## src/rtl/sync_fifo_thr.sv

```systemverilog
// sync_fifo_thr
//   Parametrised single-clock FIFO with show-ahead read data, a fill level
//   sized 0..DEPTH, runtime-programmable almost-full/almost-empty thresholds
//   and sticky overflow/underflow flags that record illegal accesses.
//
// Parameters
//   WIDTH    data width in bits
//   L2D      log2 of depth (DEPTH = 1 << L2D)
//   REGFLAGS 1: empty/full/almost_* come from flops, 0: decoded from level
//
// Ports
//   clk, reset_n         clock, asynchronous active-low reset
//   enable               clock enable, low holds every bit of state
//   clear                synchronous clear, wins over read/write
//   write, wdata         push request and data
//   read, rdata          pop request and head-of-FIFO data (show-ahead)
//   empty, full, level   occupancy status
//   af_thresh, ae_thresh almost-full / almost-empty thresholds
//   almost_full          level >= af_thresh
//   almost_empty         level <= ae_thresh
//   overflow, underflow  sticky error flags, cleared by err_clr or clear
//   err_clr              clears the error flags (and peak)
//   peak                 high-water mark
//
// Build option
//   SYNC_FIFO_PEAK_EN    when defined, peak is a real high-water register;
//                        otherwise peak is tied to zero.
module sync_fifo_thr #(
  parameter int WIDTH    = 8,
  parameter int L2D      = 4,
  parameter int REGFLAGS = 1
) (
  input  logic             clk,
  input  logic             reset_n,
  input  logic             enable,
  input  logic             clear,
  input  logic             write,
  input  logic [WIDTH-1:0] wdata,
  input  logic             read,
  output logic [WIDTH-1:0] rdata,
  output logic             empty,
  output logic             full,
  output logic [L2D:0]     level,
  input  logic [L2D:0]     af_thresh,
  input  logic [L2D:0]     ae_thresh,
  output logic             almost_full,
  output logic             almost_empty,
  output logic             overflow,
  output logic             underflow,
  input  logic             err_clr,
  output logic [L2D:0]     peak
);

  localparam int           DEPTH     = 1 << L2D;
  localparam logic [L2D:0] DEPTH_LVL = (L2D+1)'(DEPTH);
  localparam logic [L2D:0] ONE_LVL   = (L2D+1)'(1);
  localparam logic [L2D-1:0] ONE_PTR = L2D'(1);

  logic [WIDTH-1:0] mem [DEPTH];
  logic [L2D-1:0]   wr_pntr;
  logic [L2D-1:0]   rd_pntr;
  logic [L2D:0]     next_level;
  logic             lvl_empty;
  logic             lvl_full;
  logic             l_wr;
  logic             l_rd;

  // Acceptance is judged on the level register itself, so both flag styles
  // gate the pointers identically.
  assign lvl_empty = (level == '0);
  assign lvl_full  = (level == DEPTH_LVL);
  assign l_wr      = write & ~lvl_full;
  assign l_rd      = read  & ~lvl_empty;

  always_comb begin
    next_level = level;
    if (l_wr && !l_rd)
      next_level = level + ONE_LVL;
    else if (l_rd && !l_wr)
      next_level = level - ONE_LVL;
  end

  // Pointers, level and the sticky error flags. A fresh error in the same
  // cycle as err_clr leaves the flag set.
  always_ff @(posedge clk or negedge reset_n) begin
    if (!reset_n) begin
      wr_pntr   <= '0;
      rd_pntr   <= '0;
      level     <= '0;
      overflow  <= 1'b0;
      underflow <= 1'b0;
    end else if (enable) begin
      if (clear) begin
        wr_pntr   <= '0;
        rd_pntr   <= '0;
        level     <= '0;
        overflow  <= 1'b0;
        underflow <= 1'b0;
      end else begin
        if (l_wr) wr_pntr <= wr_pntr + ONE_PTR;
        if (l_rd) rd_pntr <= rd_pntr + ONE_PTR;
        level     <= next_level;
        overflow  <= (overflow  & ~err_clr) | (write & lvl_full);
        underflow <= (underflow & ~err_clr) | (read  & lvl_empty);
      end
    end
  end

  // Storage is never reset; only accepted writes touch it.
  always_ff @(posedge clk) begin
    if (enable && !clear && l_wr)
      mem[wr_pntr] <= wdata;
  end

  assign rdata = mem[rd_pntr];

  generate
    if (REGFLAGS != 0) begin : g_regflags
      logic empty_q, full_q, af_q, ae_q;

      // Flags are loaded from the level that is about to be written, so they
      // change on the same edge as level; thresholds are sampled here too.
      always_ff @(posedge clk or negedge reset_n) begin
        if (!reset_n) begin
          empty_q <= 1'b1;
          full_q  <= 1'b0;
          af_q    <= 1'b0;
          ae_q    <= 1'b1;
        end else if (enable) begin
          if (clear) begin
            empty_q <= 1'b1;
            full_q  <= 1'b0;
            af_q    <= 1'b0;
            ae_q    <= 1'b1;
          end else begin
            empty_q <= (next_level == '0);
            full_q  <= (next_level == DEPTH_LVL);
            af_q    <= (next_level >= af_thresh);
            ae_q    <= (next_level <= ae_thresh);
          end
        end
      end

      assign empty        = empty_q;
      assign full         = full_q;
      assign almost_full  = af_q;
      assign almost_empty = ae_q;
    end else begin : g_combflags
      assign empty        = lvl_empty;
      assign full         = lvl_full;
      assign almost_full  = (level >= af_thresh);
      assign almost_empty = (level <= ae_thresh);
    end
  endgenerate

`ifdef SYNC_FIFO_PEAK_EN
  logic [L2D:0] peak_q;

  // High-water mark; err_clr takes priority over a same-cycle new maximum.
  always_ff @(posedge clk or negedge reset_n) begin
    if (!reset_n) begin
      peak_q <= '0;
    end else if (enable) begin
      if (clear || err_clr)
        peak_q <= '0;
      else if (next_level > peak_q)
        peak_q <= next_level;
    end
  end

  assign peak = peak_q;
`else
  assign peak = '0;
`endif

endmodule

```

## config.mk

```make
export PLATFORM = sky130hd
export DESIGN_NAME = sync_fifo_thr
export DESIGN_NICKNAME = d
export VERILOG_FILES = /design/src/rtl/sync_fifo_thr.sv
export SDC_FILE = /design/constraint.sdc
export NUM_CORES = 1
export LEC_CHECK = 0
export CORE_UTILIZATION = 58
export CTS_CLUSTER_DIAMETER = 80
export CTS_CLUSTER_SIZE = 20
export DETAILED_ROUTE_END_ITERATION = 6
export PLACE_DENSITY = 0.79
export SLEW_MARGIN = 25
export SYNTH_ARGS = -nofsm -noshare
export SYNTH_HDL_FRONTEND = slang
export SYNTH_SLANG_ARGS = --single-unit
```

## constraint.sdc

```tcl
create_clock -name clk -period 7.2 [get_ports clk]
set_input_delay 1.44 -clock clk [delete_from_list [all_inputs] [get_ports clk]]
set_output_delay 1.44 -clock clk [all_outputs]
set_load 0.05 [all_outputs]
```

* Yosys cells after proc, flatten, opt, wreduce, memory -nomap -nowiden
Memory sizes are Yosys's and may differ from the RTL's.
Index checks and enable logic that the tools add are counted.
** Operators by class
- $add $sub $neg :: 4
- $lt $le $gt $ge :: 2
- Equal/unequal tests :: 2
- Multiplexer cells :: 15
- Bitwise gates (word level) :: 11
- Reduce and logical (&&, ||, !) cells :: 13
** Operator list (number)
- two-way mux 4 bit :: 4
- two-way mux 5 bit :: 3
- equality test 5 bit (second input constant) :: 2
- zero test 5 bit :: 2
- adder 4 x 1 -> 4 bit (second input constant) :: 2
- two-way mux 1 bit :: 8
- AND 1 bit :: 6
- adder 5 x 1 -> 5 bit (second input constant) :: 1
- >= comparator 5 bit :: 1
- less-or-equal comparator 5 bit :: 1
- subtractor 5 x 1 -> 5 bit (second input constant) :: 1
- logical AND 1 bit :: 4
- AND reduction 2 bit :: 2
- nonzero test 2 bit :: 2
- zero test 1 bit :: 3
- inverter 1 bit :: 3
- bitwise OR 1 bit :: 2
** Storage, ports and cells
- Flip-flop bits (word level) :: 19
- Memory bits (writable) :: 128
- Input port bits :: 25
- Output and inout port bits :: 24
- Memories kept :: 1
** Memories
- mem :: words 16, bits a word 8, read ports 1, clocked after memory_dff 0, wr ports 1, line 59 : logic [WIDTH-1:0] mem [DEPTH];

* Longest topological paths before layout
- Depth in word-level cells :: 9
- Mapped depth :: 12

* Worst setup path before layout
OpenSTA, ideal clock, no wires.
- Kind :: register -> output
- Start :: register rd_pntr[0]
- End :: output rdata[0]
- Arrival :: 2.030 ns
- Setup slack :: 3.730 ns
- Cell stages (with the launch flop) :: 5
- Buffers on the path :: 2
- Cell sequence :: dfrtp_1 > buf_2 > buf_2 > mux4_2 > mux4_2
** Between the ends
- Longest elaborated chain between the ends :: 1
** Ends and longest elaborated chain
- start, declared :: line 61 : logic [L2D-1:0] rd_pntr;
- start signal, assigned :: line 101 : if (l_rd) rd_pntr <= rd_pntr + ONE_PTR;
- memory (16 x 8 bit)
- end, declared :: line 40 : output logic [WIDTH-1:0] rdata,
No other way between the ends.

* Worst setup path after layout
- Start :: register rd_pntr[0]
- End :: output rdata[3]
Same word-level chain as after synthesis.

==> results_dict.tcl <==
set metrics [dict create \
    powerDensity_nw_per_um2 365 \
    ys.flop_type "edfxtp_1" \
    synthDistinctLibCells 53 \
    p_total_mw 2.74 \
    hold_depth 1 \
    worstReg2RegEnd "almost_full" \
    drv_slew 0 \
    ff2ff_setup_slack_ns 4.31 \
    ant_nets 0 \
    most-common-layout-cells "edfxtp_1 (128), clkdlybuf4s50_1 (43), mux4_2 (40)" \
    dieArea_um2 11500 \
    worstMarginPinSlew_ns 0.906 \
    whs_ns 0.512 \
    cts-root-buf "clkbuf_8" \
    worstSetupStartpointType "flip-flop" \
    finalHoldViolations 0 \
    relSlewSlack 0.394 \
    cts_setup_buffers 0 \
    vias 3454 \
    grt_usage 0.261 \
    setup-tns-final_ns 0 \
    fin_worst_skew_ns 0.00660 \
    multi_input_area_um2 1950 \
    core_um2 10800 \
    start_util 0.593 \
    htree_levels 4 \
    rows 38 \
    clk_path_buf_depth 2 \
    nFillCells 693 \
    post_synth.cell_area_avg_um2 17.7 \
    hold_path.class "reg -> reg" \
    ys_ff_latch 147 \
    cp_max_fo 34 \
    firstDrtPassIters 4 \
    grt-ovfl-total 0 \
    clk_latency_ns 0.52 \
    clock-sinks 147 \
    die_y_um 107 \
    max_freq_mhz 208 \
    die_w_um 107 \
    reg2reg_depth 11 \
    worstSetupEndpointType "output port" \
    fin_crit_ns 4.81 \
    drtIter0Drc 395 \
    min_to "underflow" \
    ctsResizeCount 0 \
    n_antenna_cell 0 \
    vdd_drop_max_v 0.000186 \
    io_pins 49 \
    synth_edf_count 128 \
    path_clk_slew_ns 0.06 \
    cts_tree "yes" \
    critPathArrivalTime_ns 3.37 \
    port_buffers 43 \
    place_hpwl_um 8220 \
    routed_wl_um 13300 \
    viasPerCell 6.15 \
    cts_hold_buf 0 \
    grt_pass1_wl_um 20800 \
    cp.required_ns 5.76 \
    regArea_um2 4320 \
    gp_congestion 0.778 \
    path_class "reg -> out" \
    wl_per_cell_um 23.7 \
    reg2reg_from "level[1]" \
    area_growth_pct 16.8 \
    synthCells 363 \
    hp-start "underflow" \
    grt_pass1_vias 3554 \
    yosysSeqAreaShare 0.672 \
    grt_start_max_net_pins 37 \
    post-route-period-util 0.668 \
    rsz0062_at_grt "false" \
    grt_antenna_before_repair 0 \
    power.leakage_nw 2.50 \
    drv_cap 0 \
    mostFrequentLayoutCell "edfxtp_1" \
    drive_gt1_frac 0.199 \
    setup_viol 0 \
    numCtsBuffers 17 \
    fin_nets 447 \
    status "completed" \
    post-route-drc-count 0 \
    yosys_warnings 0 \
    syn-cell-area_um2 6430 \
    postSynth.asyncResetShare 0.129 \
]
## final cells by class
type / count / share of cell area
flip-flops and latches: 147 / 0.576
multi-input cells: 184 / 0.260
repair buffers: 45 / 0.0594
clock buffers: 20 / 0.0567
well taps: 140 / 0.0233
clock inverters: 12 / 0.0180
inverters: 14 / 0.00700
## how the worst max path moves through the flow
stage / startpoint / end / slack, ns / cells past startpoint
floorplan: rd_pntr[0] / rdata[0] / 3.73 / 4
detailed placement: rd_pntr[0] / rdata[3] / 2.90 / 4
global route: rd_pntr[0] / rdata[3] / 2.22 / 4
global placement: rd_pntr[0] / rdata[3] / 2.95 / 4
CTS: rd_pntr[0] / rdata[3] / 2.34 / 4
finish: rd_pntr[0] / rdata[3] / 2.39 / 4
## logic make-up (layout without fill, tap and decap cells)
logic type | count (synthesis) | after routing | synth area share
compound gates | 48 | 48 | 0.0563
other cells | 1 | 5 | 0.000583
fa+ha+maj | 15 | 15 | 0.0286
simple gates | 67 | 67 | 0.0594
xor+xnor | 6 | 6 | 0.0111
flops | 147 | 147 | 0.672
buf+inv | 36 | 91 | 0.0269
mux | 43 | 43 | 0.145
## worst max-delay path, cell delays in order (launching register included)
cell and delay, ns:
dfrtp_2 0.39, buf_4 0.56, mux4_2 0.63, mux4_2 0.55
clkdlybuf4s50_1 0.73
## Yosys cell counts (all sizes together) (2+ instances only)
master	number	area (um2)
edfxtp	128	3840
mux4	40	901
and2	17	106
dfrtp	17	425
inv	14	52.6
buf	13	86.3
ha	13	163
nand2	13	48.8
nor2	12	45.0
o21ai	12	71.3
a21oi	11	66.3
clkbuf	9	33.8
o2bb2ai	7	61.3
nor3	5	25.0
o22ai	5	45.0
xnor2	5	62.6
nand3	4	20.0
mux2i	3	30.0
a31oi	2	12.5
a32o	2	20.0
dfstp	2	52.6
maj3	2	21.3
nand2b	2	12.5
nand4	2	12.5
nand4b	2	17.5
nor2b	2	20.0
nor4	2	12.5
o211ai	2	20.0
## registers in the layout, indices dropped and copies added (netlist names)
signal and flops:
wr_pntr 4, almost_empty 1, mem 128, underflow 1
full 1, level 5, overflow 1, rd_pntr 4
empty 1, almost_full 1
## report_power, final
| part | switching (mW) | internal [mW] | total, mW |
|---|---|---|---|
| clock | 0.336 | 0.494 | 0.830 |
| sequential | 0.0518 | 0.965 | 1.02 |
| combinational | 0.502 | 0.394 | 0.896 |
| total | 0.889 | 1.85 | 2.74 |
## layer usage
| layer | share of wire | vias to the layer above | global-route usage |
|---|---|---|---|
| li1 | - | 1539 | - |
| met1 | 0.44 | 1765 | 0.370 |
| met2 | 0.48 | 137 | 0.399 |
| met3 | 0.067 | 13 | 0.0751 |
| met4 | 0.013 | 0 | 0.0793 |
| met5 | 0 | - | 0 |
## metrics by stage
step / cell area [um2] / worst slack, ns / std cells / util
final: 7500 / 2.39 / 562 / 0.692
after global routing: 7500 / 2.22 / 562 / 0.692
after CTS: 7500 / 2.34 / 562 / 0.692
after detailed placement: 6940 / 2.90 / 530 / 0.641
after global placement: 6940 / 2.95 / 530 / 0.641
after floorplan: 6440 / 3.73 / 367 / -
Power figures use the tool's default switching activity.
